--- config.mk ---
export PLATFORM = sky130hd
export DESIGN_NAME = reg_file_dump_reader
export DESIGN_NICKNAME = d
export VERILOG_FILES = /design/src/rtl/reg_file_dump_reader.sv
export SDC_FILE = /design/constraint.sdc
export NUM_CORES = 1
export LEC_CHECK = 0
export ABC_AREA = 1
export CAP_MARGIN = 10
export CORE_MARGIN = 1.5
export CORE_UTILIZATION = 40
export CTS_CLUSTER_DIAMETER = 30
export DETAILED_ROUTE_END_ITERATION = 8
export GPL_TIMING_DRIVEN = 0
export PLACE_DENSITY = 0.72
export SLEW_MARGIN = 10
export SYNTH_ARGS = -nofsm -noshare
export SYNTH_HDL_FRONTEND = slang
export SYNTH_SLANG_ARGS = --single-unit
--- constraint.sdc ---
create_clock -name clk -period 2.8 [get_ports clk]
set_input_delay 0.7 -clock clk [delete_from_list [all_inputs] [get_ports clk]]
set_output_delay 0.7 -clock clk [all_outputs]
set_load 0.02 [all_outputs]
--- src/rtl/reg_file_dump_reader.sv ---
// reg_file_dump_reader
//   Debug readback engine for the ABC register file. A start pulse in IDLE
//   walks every address 0..2**D-1 through read port B. Each (address, value)
//   pair goes out as one beat on a valid/ready handshake, lowest address first.
//   rf_raddr is driven only in READ, so the port is free whenever the engine
//   is not actively sampling.
//
//   Optional feature macro: DUMP_CHECKSUM_EN
//     When defined, adds csum/csum_valid. csum is the XOR of every accepted
//     beat's data and is presented with the done pulse.
//
// Parameters
//   W  register data width
//   D  register address width (depth 2**D)
//
// Ports
//   clk         system clock, posedge
//   reset_n     asynchronous active-low reset
//   start       dump request, honoured in IDLE only
//   rf_raddr    read address to register file port B
//   rf_rdata    combinational read data from port B
//   out_addr    address of the current beat
//   out_data    register value of the current beat
//   out_valid   beat valid, held until accepted
//   out_ready   sink accept
//   busy        high while a dump is in progress
//   done        one-cycle pulse after the last beat is accepted
//   csum        XOR checksum of the dump       (DUMP_CHECKSUM_EN only)
//   csum_valid  pulses with done                (DUMP_CHECKSUM_EN only)
//
// state | meaning
// ------+-----------------------------------------------------------
// IDLE  | waiting for start; read port not driven (address 0)
// READ  | rf_raddr = cnt; snapshot rf_rdata into the beat register
// SEND  | beat presented; wait for handshake
// DONE  | done high for this single cycle, then back to IDLE

module reg_file_dump_reader #(
    parameter int W = 8,
    parameter int D = 4
) (
    input  logic         clk,
    input  logic         reset_n,
    input  logic         start,
    output logic [D-1:0] rf_raddr,
    input  logic [W-1:0] rf_rdata,
    output logic [D-1:0] out_addr,
    output logic [W-1:0] out_data,
    output logic         out_valid,
    input  logic         out_ready,
    output logic         busy,
    output logic         done
`ifdef DUMP_CHECKSUM_EN
    ,
    output logic [W-1:0] csum,
    output logic         csum_valid
`endif
);

    typedef enum logic [1:0] {
        IDLE,
        READ,
        SEND,
        DONE
    } state_t;

    localparam logic [D-1:0] LAST_ADDR = '1;

    state_t       state;
    logic [D-1:0] cnt;

    assign rf_raddr = (state == READ) ? cnt : '0;

    always_ff @(posedge clk or negedge reset_n) begin
        if (!reset_n) begin
            state      <= IDLE;
            cnt        <= '0;
            out_addr   <= '0;
            out_data   <= '0;
            out_valid  <= 1'b0;
            busy       <= 1'b0;
            done       <= 1'b0;
`ifdef DUMP_CHECKSUM_EN
            csum       <= '0;
            csum_valid <= 1'b0;
`endif
        end else begin
            done <= 1'b0;
`ifdef DUMP_CHECKSUM_EN
            csum_valid <= 1'b0;
`endif
            case (state)
                IDLE: begin
                    if (start) begin
                        state <= READ;
                        cnt   <= '0;
                        busy  <= 1'b1;
`ifdef DUMP_CHECKSUM_EN
                        csum  <= '0;
`endif
                    end
                end
                READ: begin
                    out_data  <= rf_rdata;
                    out_addr  <= cnt;
                    out_valid <= 1'b1;
                    state     <= SEND;
                end
                SEND: begin
                    if (out_valid && out_ready) begin
                        out_valid <= 1'b0;
`ifdef DUMP_CHECKSUM_EN
                        csum      <= csum ^ out_data;
`endif
                        // Compare before incrementing so cnt never wraps.
                        if (cnt == LAST_ADDR) begin
                            state      <= DONE;
                            done       <= 1'b1;
`ifdef DUMP_CHECKSUM_EN
                            csum_valid <= 1'b1;
`endif
                        end else begin
                            cnt   <= cnt + 1'b1;
                            state <= READ;
                        end
                    end
                end
                DONE: begin
                    state <= IDLE;
                    busy  <= 1'b0;
                end
                default: begin
                    state <= IDLE;
                    busy  <= 1'b0;
                end
            endcase
        end
    end

endmodule
==> results.txt <==
- The run finished with clean final reports.
- Number of antenna violations at the first check in global routing: 0
- The first global-routing pass estimated 2.884 mm of wire.
- Share of the synthesized area in the top cell type: 57.46%
- The final-report max-slew violation count came to 0.
- Hold buffer count at cts: 0
- Compared with the post-synthesis result, the final layout area differs by 39.53%.
- Area occupied by registers: ~530 sq um
- Total global routing track utilization: approximately 15%
* Detailed-routing iteration count for the pre-antenna-repair pass: 4
* Final worst hold slack: 0.5009 ns
* Clock Root Buffer: sky130_fd_sc_hd__clkbuf_4
- Num rows: 17
- The smallest clock period supported by the final layout is computed as 2.524 ns.
- The cell area that synthesis handed to floorplanning was around 910 sq um.
* Power share of the clock group: a little under an eighth
* Total nets after synthesis: between 100 and 150
- Total power consumption of the routed design: roughly 1.3 mW
- Summed over all instances, the cell type with the most area after synthesis is sky130_fd_sc_hd__dfrtp_1.
- In the routed layout, each cell is associated on average with a via count of 4.841.
- Max Root-Sink Buffers: 2
* Max-cap violation count: 0
* Effective utilization at floorplan: between 40% and 50%
- Critical path start-end classification: reg -> out
* X dimension of the die: 50.82 um
- Remaining DRCs: 0
- Internal power comes to between 700 and 800 uW.
* Post-Layout Inst Area: approximately 0.0013 sq mm
* Clock latency at the later pin of the worst-skew pair: just under 0.3 ns
- Post-synthesis sequential area ratio: a little under three fifths
- The number of antenna diodes in the final layout is 0.
- The share of total power dissipated in sequential elements is 38.8%.
- For the final routed database, the setup TNS stands at 0 ns.
- DRC marker count from the first detailed-route iteration: 12
- The via count of the first global-routing pass is a little under 700.
* Maximum level of the CTS H-tree: 1
- Clock Sink Count: 21
- After detailed placement, the total cell area comes to about 0.0012 sq mm.
* Number of gates resized after cts: 0
* Endpoint class of the critical path: output pin
* Final Hold Viols: 0
* Core area: between 0.002 and 0.0025 sq mm
* Largest voltage drop on the vdd net: 0.0005026 V
- Number of library cell types mapped by synthesis: 19
- The path class of the tightest hold or removal check is reg -> reg.
- Wirelength per Cell: 11.90 um
- At the worst endpoint, the required time is 2.10 ns.
- For this design the total switching power over the nets is around 480 uW.
* Final wirelength: about 1.8 mm
- Between clock sinks in the finished design, the worst skew comes to between 0.003 and 0.004 ns.
* FF+latch count, synth: 21
* Area of the die: roughly 0.0026 sq mm
- Total of fill cells in the finished design: 178
- At the pin with the least slew margin, the transition time is 0.9159 ns.
- Area of combinational cells with multiple inputs: roughly 340 sq um
- Measured along the y axis, the die boundary spans just over 50 um.
- Vias after detailed routing: 731
- Cells with a size suffix above 1 make up roughly 14% of the layout.
- Peak Freq: ~400 MHz
- Entering global routing, the biggest net connects 22 pins.
- Power spread over the standard cell area amounts to between 900 and 1000 mW/mm^2.
* Switching share of power: ~38%
- Post-CTS repair timing setup buffer count: 0
- Mean area per synthesized cell: 10.28 sq um
- Number of clock buffers inserted by TritonCTS: 3
* Clk pin slew, worst setup/hold paths: 0.11 ns
- Summed over all layers, the global routing overflow is 0.
- Setup repair after global routing missed its margin: no
- Count of buffers inserted at the top-level ports: 30
- Leak pwr: a little under 0.6 nW
* Number of cells produced by synthesis: 89
- The worst setup path is launched from a flip-flop.
* Count of yosys warnings during synthesis: 0
- Worst-case headroom to the max-slew limit: between 30% and 40%
- Per report_power, the combinational group accounts for between 40% and 50% of the total.
* Cell types occupying the most area after synthesis: sky130_fd_sc_hd__dfrtp_1 57%, sky130_fd_sc_hd__nand2_1 9.4%, sky130_fd_sc_hd__mux2_4 8.2%, sky130_fd_sc_hd__mux2_1 3.7%, sky130_fd_sc_hd__nor2_1 2.9%
- 31 I/O pins were placed.
- HPWL reported at the end of detailed placement: roughly 1.4 mm
- Number of nets in the final layout: between 100 and 150
* Post-DRT Antenna Nets: 0
* Maximum net fanout on the critical path: 10
* Share of the clock period used by the worst path: 90.13%
- Routability cong.: between 0.8 and 0.9
* TritonCTS clock tree: done
* Final setup viols: 0
* Worst Path Arrival: 1.82 ns
## area by class of cell
class	count	share of cell area, %
Sequential cell	21	41.18
Multi-Input combinational cell	58	26.86
Tap cell	28	2.745
Clock buffer	4	2.059
Buffer	2	1.275
Timing Repair Buffer	30	23.53
Inverter	8	2.353
## placed cells by master, fill, tap and decap left out
cell type / count
sky130_fd_sc_hd__buf_6: 1
sky130_fd_sc_hd__clkbuf_4: 3
sky130_fd_sc_hd__mux2_4: 5
sky130_fd_sc_hd__nand3_1: 4
sky130_fd_sc_hd__mux2_1: 3
sky130_fd_sc_hd__nor2_2: 2
sky130_fd_sc_hd__ha_1: 1
sky130_fd_sc_hd__clkbuf_1: 1
sky130_fd_sc_hd__clkdlybuf4s50_1: 30
sky130_fd_sc_hd__nand4_1: 3
sky130_fd_sc_hd__buf_2: 1
sky130_fd_sc_hd__a21oi_1: 1
sky130_fd_sc_hd__dfrtp_1: 21
sky130_fd_sc_hd__o21ai_0: 1
sky130_fd_sc_hd__nor3b_1: 1
sky130_fd_sc_hd__nand2_1: 23
sky130_fd_sc_hd__nor2_1: 7
sky130_fd_sc_hd__o211ai_1: 1
sky130_fd_sc_hd__o21ai_1: 4
sky130_fd_sc_hd__inv_1: 5
sky130_fd_sc_hd__inv_2: 3
sky130_fd_sc_hd__nand2_2: 2
## cell usage after synthesis
cell type                  count
sky130_fd_sc_hd__buf_2         1
sky130_fd_sc_hd__inv_1         5
sky130_fd_sc_hd__inv_2         3
sky130_fd_sc_hd__nand2_2       2
sky130_fd_sc_hd__buf_6         1
sky130_fd_sc_hd__o21ai_1       4
sky130_fd_sc_hd__mux2_4        5
sky130_fd_sc_hd__nand2_1      23
sky130_fd_sc_hd__o21ai_0       1
sky130_fd_sc_hd__mux2_1        3
sky130_fd_sc_hd__nor3b_1       1
sky130_fd_sc_hd__o211ai_1      1
sky130_fd_sc_hd__nand4_1       3
sky130_fd_sc_hd__nor2_1        7
sky130_fd_sc_hd__ha_1          1
sky130_fd_sc_hd__a21oi_1       1
sky130_fd_sc_hd__nand3_1       4
sky130_fd_sc_hd__dfrtp_1      21
sky130_fd_sc_hd__nor2_2        2
## stage by stage
stage                     std cells  worst slack (ns)  util [%]
after floorplan                  89             1.107         -
after global placement          147            0.6216     57.05
after detailed placement        147            0.5983     57.05
after CTS                       151            0.2535     58.25
after global routing            151            0.1652     58.25
final                           151            0.2763     58.25
## sequential cells by signal, indices dropped and copies added, names as in the netlist
register and cells:
out_data 8, cnt 4, out_addr 4, state 2
busy 1, done 1, out_valid 1
## cell families after synthesis
| group | after synthesis | synth area share [%] |
|---|---|---|
| and+or+nand+nor | 42 | 20.11 |
| DFF | 21 | 57.46 |
| buffers and inverters | 10 | 5.061 |
| adders and majority gates | 1 | 1.368 |
| muxes | 8 | 11.90 |
| AOI/OAI and AO/OA | 7 | 4.103 |
## per-layer routing
layer	up-vias	wire length (um)	track usage [%]
li1	357	-	-
met1	344	762	17.15
met2	28	908	26.32
met3	2	111	3.509
met4	0	15	4.505
met5	-	0	0
## power by group through the flow
stage	Clock [mW]	Sequential [mW]	Combinational [mW]
2_1_floorplan	0	0.591	0.275
3_3_place_gp	0	0.484	0.621
3_5_place_dp	0	0.494	0.632
4_1_cts	0.147	0.487	0.634
5_1_grt	0.161	0.500	0.675
6_report	0.142	0.487	0.626
## path summary, 6_finish.rpt
path                       slack (ns)        start  cells past startpoint          end
max                              0.28     state[1]                      5  rf_raddr[0]
min                              0.50  out_data[1]                      1  out_data[1]
max reg2reg                      1.48       cnt[1]                      7       cnt[2]
min reg2reg                      0.50  out_data[1]                      1  out_data[1]
max in group asynchronous        1.34      reset_n                      1    out_valid
min in group asynchronous        0.91      reset_n                      1  out_data[5]
## critical path, stage by stage (launching register included)
cell and delay (ns):
sky130_fd_sc_hd__dfrtp_1 0.40, sky130_fd_sc_hd__inv_2 0.09, sky130_fd_sc_hd__nand2_2 0.10, sky130_fd_sc_hd__buf_2 0.20
sky130_fd_sc_hd__nor2_1 0.12, sky130_fd_sc_hd__clkdlybuf4s50_1 0.61
No activity file was read; power rests on OpenSTA's default activity.
